===== src/rtl/rect_fill.sv =====
// ============================================================================
// rect_fill : raster-order rectangle fill engine with screen clipping
// Rev 1.0
// ============================================================================
`default_nettype none

module rect_fill #(
  parameter int X_MAX = 160,
  parameter int Y_MAX = 120
) (
  input  logic       CLOCK_50,
  input  logic       resetn,
  input  logic       start,
  input  logic [7:0] x0,
  input  logic [6:0] y0,
  input  logic [7:0] width,
  input  logic [6:0] height,
  input  logic [2:0] color,
  output logic [7:0] VGA_X,
  output logic [6:0] VGA_Y,
  output logic [2:0] VGA_COLOR,
  output logic       plot,
  output logic       busy,
  output logic       done
);

  localparam logic [8:0] c_x_lim = X_MAX[8:0];
  localparam logic [7:0] c_y_lim = Y_MAX[7:0];

  typedef enum logic [1:0] {
    IDLE = 2'd0,
    DRAW = 2'd1,
    DONE = 2'd2
  } state_t;

  state_t     r_state;
  state_t     w_state_nxt;

  logic [7:0] r_x0;
  logic [6:0] r_y0;
  logic [7:0] r_w;
  logic [6:0] r_h;
  logic [2:0] r_color;
  logic [7:0] r_i;
  logic [6:0] r_j;

  logic       w_load;
  logic [7:0] w_i_nxt;
  logic [6:0] w_j_nxt;
  logic       w_emit;
  logic [7:0] w_base_x;
  logic [6:0] w_base_y;
  logic [2:0] w_color;
  logic [8:0] w_px_x;
  logic [7:0] w_px_y;
  logic       w_visible;
  logic       w_last;
  logic       w_plot_nxt;
  logic [7:0] w_vga_x_nxt;
  logic [6:0] w_vga_y_nxt;
  logic [2:0] w_vga_color_nxt;

  always_ff @(posedge CLOCK_50 or negedge resetn) begin
    if (!resetn) begin
      r_state   <= IDLE;
      r_x0      <= '0;
      r_y0      <= '0;
      r_w       <= '0;
      r_h       <= '0;
      r_color   <= '0;
      r_i       <= '0;
      r_j       <= '0;
      VGA_X     <= '0;
      VGA_Y     <= '0;
      VGA_COLOR <= '0;
      plot      <= 1'b0;
      busy      <= 1'b0;
      done      <= 1'b0;
    end else begin
      r_state   <= w_state_nxt;
      r_i       <= w_i_nxt;
      r_j       <= w_j_nxt;
      VGA_X     <= w_vga_x_nxt;
      VGA_Y     <= w_vga_y_nxt;
      VGA_COLOR <= w_vga_color_nxt;
      plot      <= w_plot_nxt;
      busy      <= (w_state_nxt != IDLE);
      done      <= (w_state_nxt == DONE);
      if (w_load) begin
        r_x0    <= x0;
        r_y0    <= y0;
        r_w     <= width;
        r_h     <= height;
        r_color <= color;
      end
    end
  end

  always_comb begin
    w_state_nxt     = r_state;
    w_load          = 1'b0;
    w_i_nxt         = r_i;
    w_j_nxt         = r_j;
    w_emit          = 1'b0;
    w_base_x        = r_x0;
    w_base_y        = r_y0;
    w_color         = r_color;
    w_last          = (r_i == r_w - 8'd1) && (r_j == r_h - 7'd1);

    case (r_state)
      IDLE: begin
        if (start) begin
          w_load  = 1'b1;
          w_i_nxt = '0;
          w_j_nxt = '0;
          if (width == 8'd0 || height == 7'd0) begin
            w_state_nxt = DONE;
          end else begin
            // First pixel comes straight from the inputs so it shows one cycle after acceptance
            w_state_nxt = DRAW;
            w_emit      = 1'b1;
            w_base_x    = x0;
            w_base_y    = y0;
            w_color     = color;
          end
        end
      end
      DRAW: begin
        if (w_last) begin
          w_state_nxt = DONE;
        end else begin
          w_emit = 1'b1;
          if (r_i == r_w - 8'd1) begin
            w_i_nxt = '0;
            w_j_nxt = r_j + 7'd1;
          end else begin
            w_i_nxt = r_i + 8'd1;
          end
        end
      end
      DONE: begin
        w_state_nxt = IDLE;
      end
      default: begin
        w_state_nxt = IDLE;
      end
    endcase

    // Widened adds keep off-screen coordinates from wrapping back onto the screen
    w_px_x          = {1'b0, w_base_x} + {1'b0, w_i_nxt};
    w_px_y          = {1'b0, w_base_y} + {1'b0, w_j_nxt};
    w_visible       = (w_px_x < c_x_lim) && (w_px_y < c_y_lim);
    w_plot_nxt      = w_emit && w_visible;
    w_vga_x_nxt     = w_plot_nxt ? w_px_x[7:0] : VGA_X;
    w_vga_y_nxt     = w_plot_nxt ? w_px_y[6:0] : VGA_Y;
    w_vga_color_nxt = w_plot_nxt ? w_color : VGA_COLOR;
  end

endmodule

`default_nettype wire


===== config.mk =====
export PLATFORM = sky130hd
export DESIGN_NAME = rect_fill
export DESIGN_NICKNAME = d
export VERILOG_FILES = /design/src/rtl/rect_fill.sv
export SDC_FILE = /design/constraint.sdc
export NUM_CORES = 1
export LEC_CHECK = 0
export ABC_AREA = 1
export BUFFER_PORTS_ARGS = -buffer_cell sky130_fd_sc_hd__buf_2
export CORE_MARGIN = 8
export CORE_UTILIZATION = 55
export CTS_BUF_LIST = sky130_fd_sc_hd__clkbuf_8
export DETAILED_ROUTE_END_ITERATION = 8
export GPL_ROUTABILITY_DRIVEN = 0
export GPL_TIMING_DRIVEN = 0
export PLACE_DENSITY = 0.76
export SETUP_SLACK_MARGIN = 0.02
export SYNTH_ARGS = -nofsm -noshare
export SYNTH_HDL_FRONTEND = slang
export SYNTH_SLANG_ARGS = --single-unit

===== constraint.sdc =====
create_clock -name CLOCK_50 -period 8.3 [get_ports CLOCK_50]
set_input_delay 0 -clock CLOCK_50 [delete_from_list [all_inputs] [get_ports CLOCK_50]]
set_output_delay 0 -clock CLOCK_50 [all_outputs]
set_load 0.01 [all_outputs]

==> reports/qor.yml <==
status: "completed"
yosysSeqAreaShare_pct: 37.99
path_class: "reg -> reg"
r2r_slack_ns: 3.98
critPathTopFamily: "simple AND/OR/NAND/NOR gates"
fillers: 682
synth_top_area_cell: "dfrtp_1"
synthCells: 664
p_leak_nw: 3.126
slew_violations: 0
hold_ws_ns: 0.3108
grt_max_degree: 72
die_w_um: 108.2
io_buffers: 56
die_height_um: 108.2
tritoncts: "done"
antenna_cells: 0
h-tree-depth: 3
layout-drive-gt1-share_pct: 14.53
worstSetupStartpointType: "flop"
io_pins: 57
endpoint_kind: "flop"
p_sw_share_pct: 49.42
cp.arrival_ns: 4.56
cts_made_buffers: 9
path_clk_slew_ns: 0.08
switchingPower_mw: 1.205
initial_utilization_pct: 56.92
path_buf_inv: 4
clk_latency_ns: 0.35
yosysWarnings: 0
rows: 33
grt_pass1_wl_um: 20680
timing.rr.start: "r_w[0]$_DFFE_PN0P_"
p_int_mw: 1.233
drt-total-wl_um: 11930
synth_nets: 721
grt_pass1_vias: 4489
wire_per_inst_um: 13.62
viasPerCell: 5.152
worst-r2r-cell-count: 29
antenna_found_initial: 0
preCtsSetupSlack_ns: 4.029
synth_edf_count: 0
crit_path_frequent_cell: "nand2_1"
ys_async_sr_fraction_pct: 100.0
synthTopCellsByArea: "dfrtp_1 38%, nand2_1 19%, inv_1 6.7%"
root_buffer: "clkbuf_8"
route.antenna.remaining_nets: 0
p_per_area_nw_per_um2: 432.3
clock-sinks: 71
fin_cells: 876
track_usage_pct: 21.86
drtPass1Iterations: 5
cp_num_cells: 29
ir_drop_mv: 0.2576
cts_resized: 0
syn-mean-instance-area_um2: 7.044
postCtsSetupRepairBufs: 0
hold_buffers: 35
ys_types: 32
critPathMaxStageDelay_ns: 0.45
dp_cells: 825
crit_path_max_fanout: 10
vias: 4513
grt-ovfl-total: 0
post-dp-hpwl_um: 8670
hold_class: "in -> async"
slew_headroom_pct: 39.82
crit_required_ns: 8.54
final-setup-viol-count: 0
worst_slack_ns: 3.982
setup_tns_ns: 0
power.share.clock_pct: 11.5
final-hold-violation-count: 0
sequentialPowerShare_pct: 25.9
synth-seq-cells: 71
area_growth_pct: 20.55
netlist_area_um2: 4677
crit_slowest_cell: "fa_1"
r2r-end: "VGA_X[0]$_DFFE_PN0P_"
cts_max_path_buffers: 2
period_needed_ns: 4.318
maxCapViolCount: 0
drt_iter0_markers: 244
die_area_um2: 11710
fmax_mhz: 231.6
post-route-util_pct: 68.62
ys.flop_type: "dfrtp_1"
drc: 0
combPwrFrac_pct: 62.6
clock_skew_ns: 0.006237
final_nets: 823
synth_top_area_share_pct: 37.99
period_share_pct: 52.02
tightest_slew_ns: 0.9028
rsz0062_at_grt: "no"
core_um2: 8217
## sequential cells by signal, indices dropped and copies added, names as in the netlist
signal and flops:
VGA_COLOR 3, VGA_X 8, VGA_Y 7, busy 1
done 1, plot 1, r_color 3, r_h 7
r_i 8, r_j 7, r_state 2, r_w 8
r_x0 8, r_y0 7
## cells in the final DEF (no fill, tap or decap), types with 13 or more instances in the layout
master	n
dfrtp_1	71
o21ai_0	56
nor2_1	29
inv_1	83
nand2_1	241
xor2_1	16
a21oi_1	13
buf_2	58
dlygate4sd3_1	35
ha_1	19
nand3_1	51
## power by group through the flow
stage	Combinational, mW	Clock (mW)	Sequential (mW)
2_1_floorplan	1.15	0	0.633
3_5_place_dp	1.51	0	0.634
4_1_cts	1.53	0.289	0.628
6_report	1.53	0.281	0.632
3_3_place_gp	1.45	0	0.627
5_1_grt	1.75	0.300	0.652
## area by class of cell
cell class	instances	area, um2	share of cell area, %
timing repair buffer	91	633.1	11.23
clock buffer	9	123.9	2.197
inverter	91	341.6	6.059
sequential	71	1777	31.51
clock inverter	7	72.57	1.287
multi-input combinational	482	2449	43.43
buffer	20	110.1	1.953
tap	105	131.4	2.330
## Yosys cell counts (all sizes together), types with 3 or more instances
| library cell | n |
|---|---|
| a21oi | 13 |
| buf | 8 |
| clkbuf | 12 |
| dfrtp | 71 |
| ha | 19 |
| inv | 90 |
| nand2 | 246 |
| nand3 | 61 |
| nand4 | 9 |
| nor2 | 36 |
| o21ai | 58 |
| o22ai | 3 |
| xnor2 | 7 |
| xor2 | 16 |
## worst reg2reg max path, delay by kind of cell, from the launching register on
kind	cells	cell delay, ns
flip-flops	1	0.40
AND/OR/NAND/NOR	21	2.09
adder cells (fa/ha/maj)	3	0.99
buffers and inverters	4	0.51
XOR/XNOR	1	0.21
## kinds of logic after synthesis
logic type               synth area share (%)
AO/OA/AOI/OAI                           8.641
buffers and inverters                   9.657
XOR/XNOR                                4.307
flip-flops                              37.99
adder cells (fa/ha/maj)                 5.939
AND/OR/NAND/NOR                         33.47
## worst max-delay path by stage
stage	endpoint	start	slack, ns
CTS	VGA_X[0]$_DFFE_PN0P_	r_w[0]$_DFFE_PN0P_	4.00
global route	VGA_Y[4]$_DFFE_PN0P_	r_w[0]$_DFFE_PN0P_	3.55
global placement	VGA_Y[5]$_DFFE_PN0P_	r_w[0]$_DFFE_PN0P_	4.13
detailed placement	VGA_X[0]$_DFFE_PN0P_	r_w[0]$_DFFE_PN0P_	4.03
finish	VGA_X[0]$_DFFE_PN0P_	r_w[0]$_DFFE_PN0P_	3.98
floorplan	VGA_X[0]$_DFFE_PN0P_	r_w[0]$_DFFE_PN0P_	4.65
## per-layer routing
| metal | global-route usage [%] | vias up | part of all wire, % |
|---|---|---|---|
| met1 | 27.92 | 2086 | 44 |
| met3 | 3.688 | 10 | 4.4 |
| met5 | 0 | - | 0 |
| met4 | 7.037 | 0 | 1.1 |
| met2 | 36.75 | 119 | 51 |
| li1 | - | 2298 | - |
## per-stage QoR
step	instance area, um2	power [mW]
2_1_floorplan	4677	1.784
3_3_place_gp	5089	2.082
3_5_place_dp	5091	2.141
4_1_cts	5638	2.448
5_1_grt	5638	2.704
6_report	5638	2.438
No activity file was read; power rests on OpenSTA's default activity.
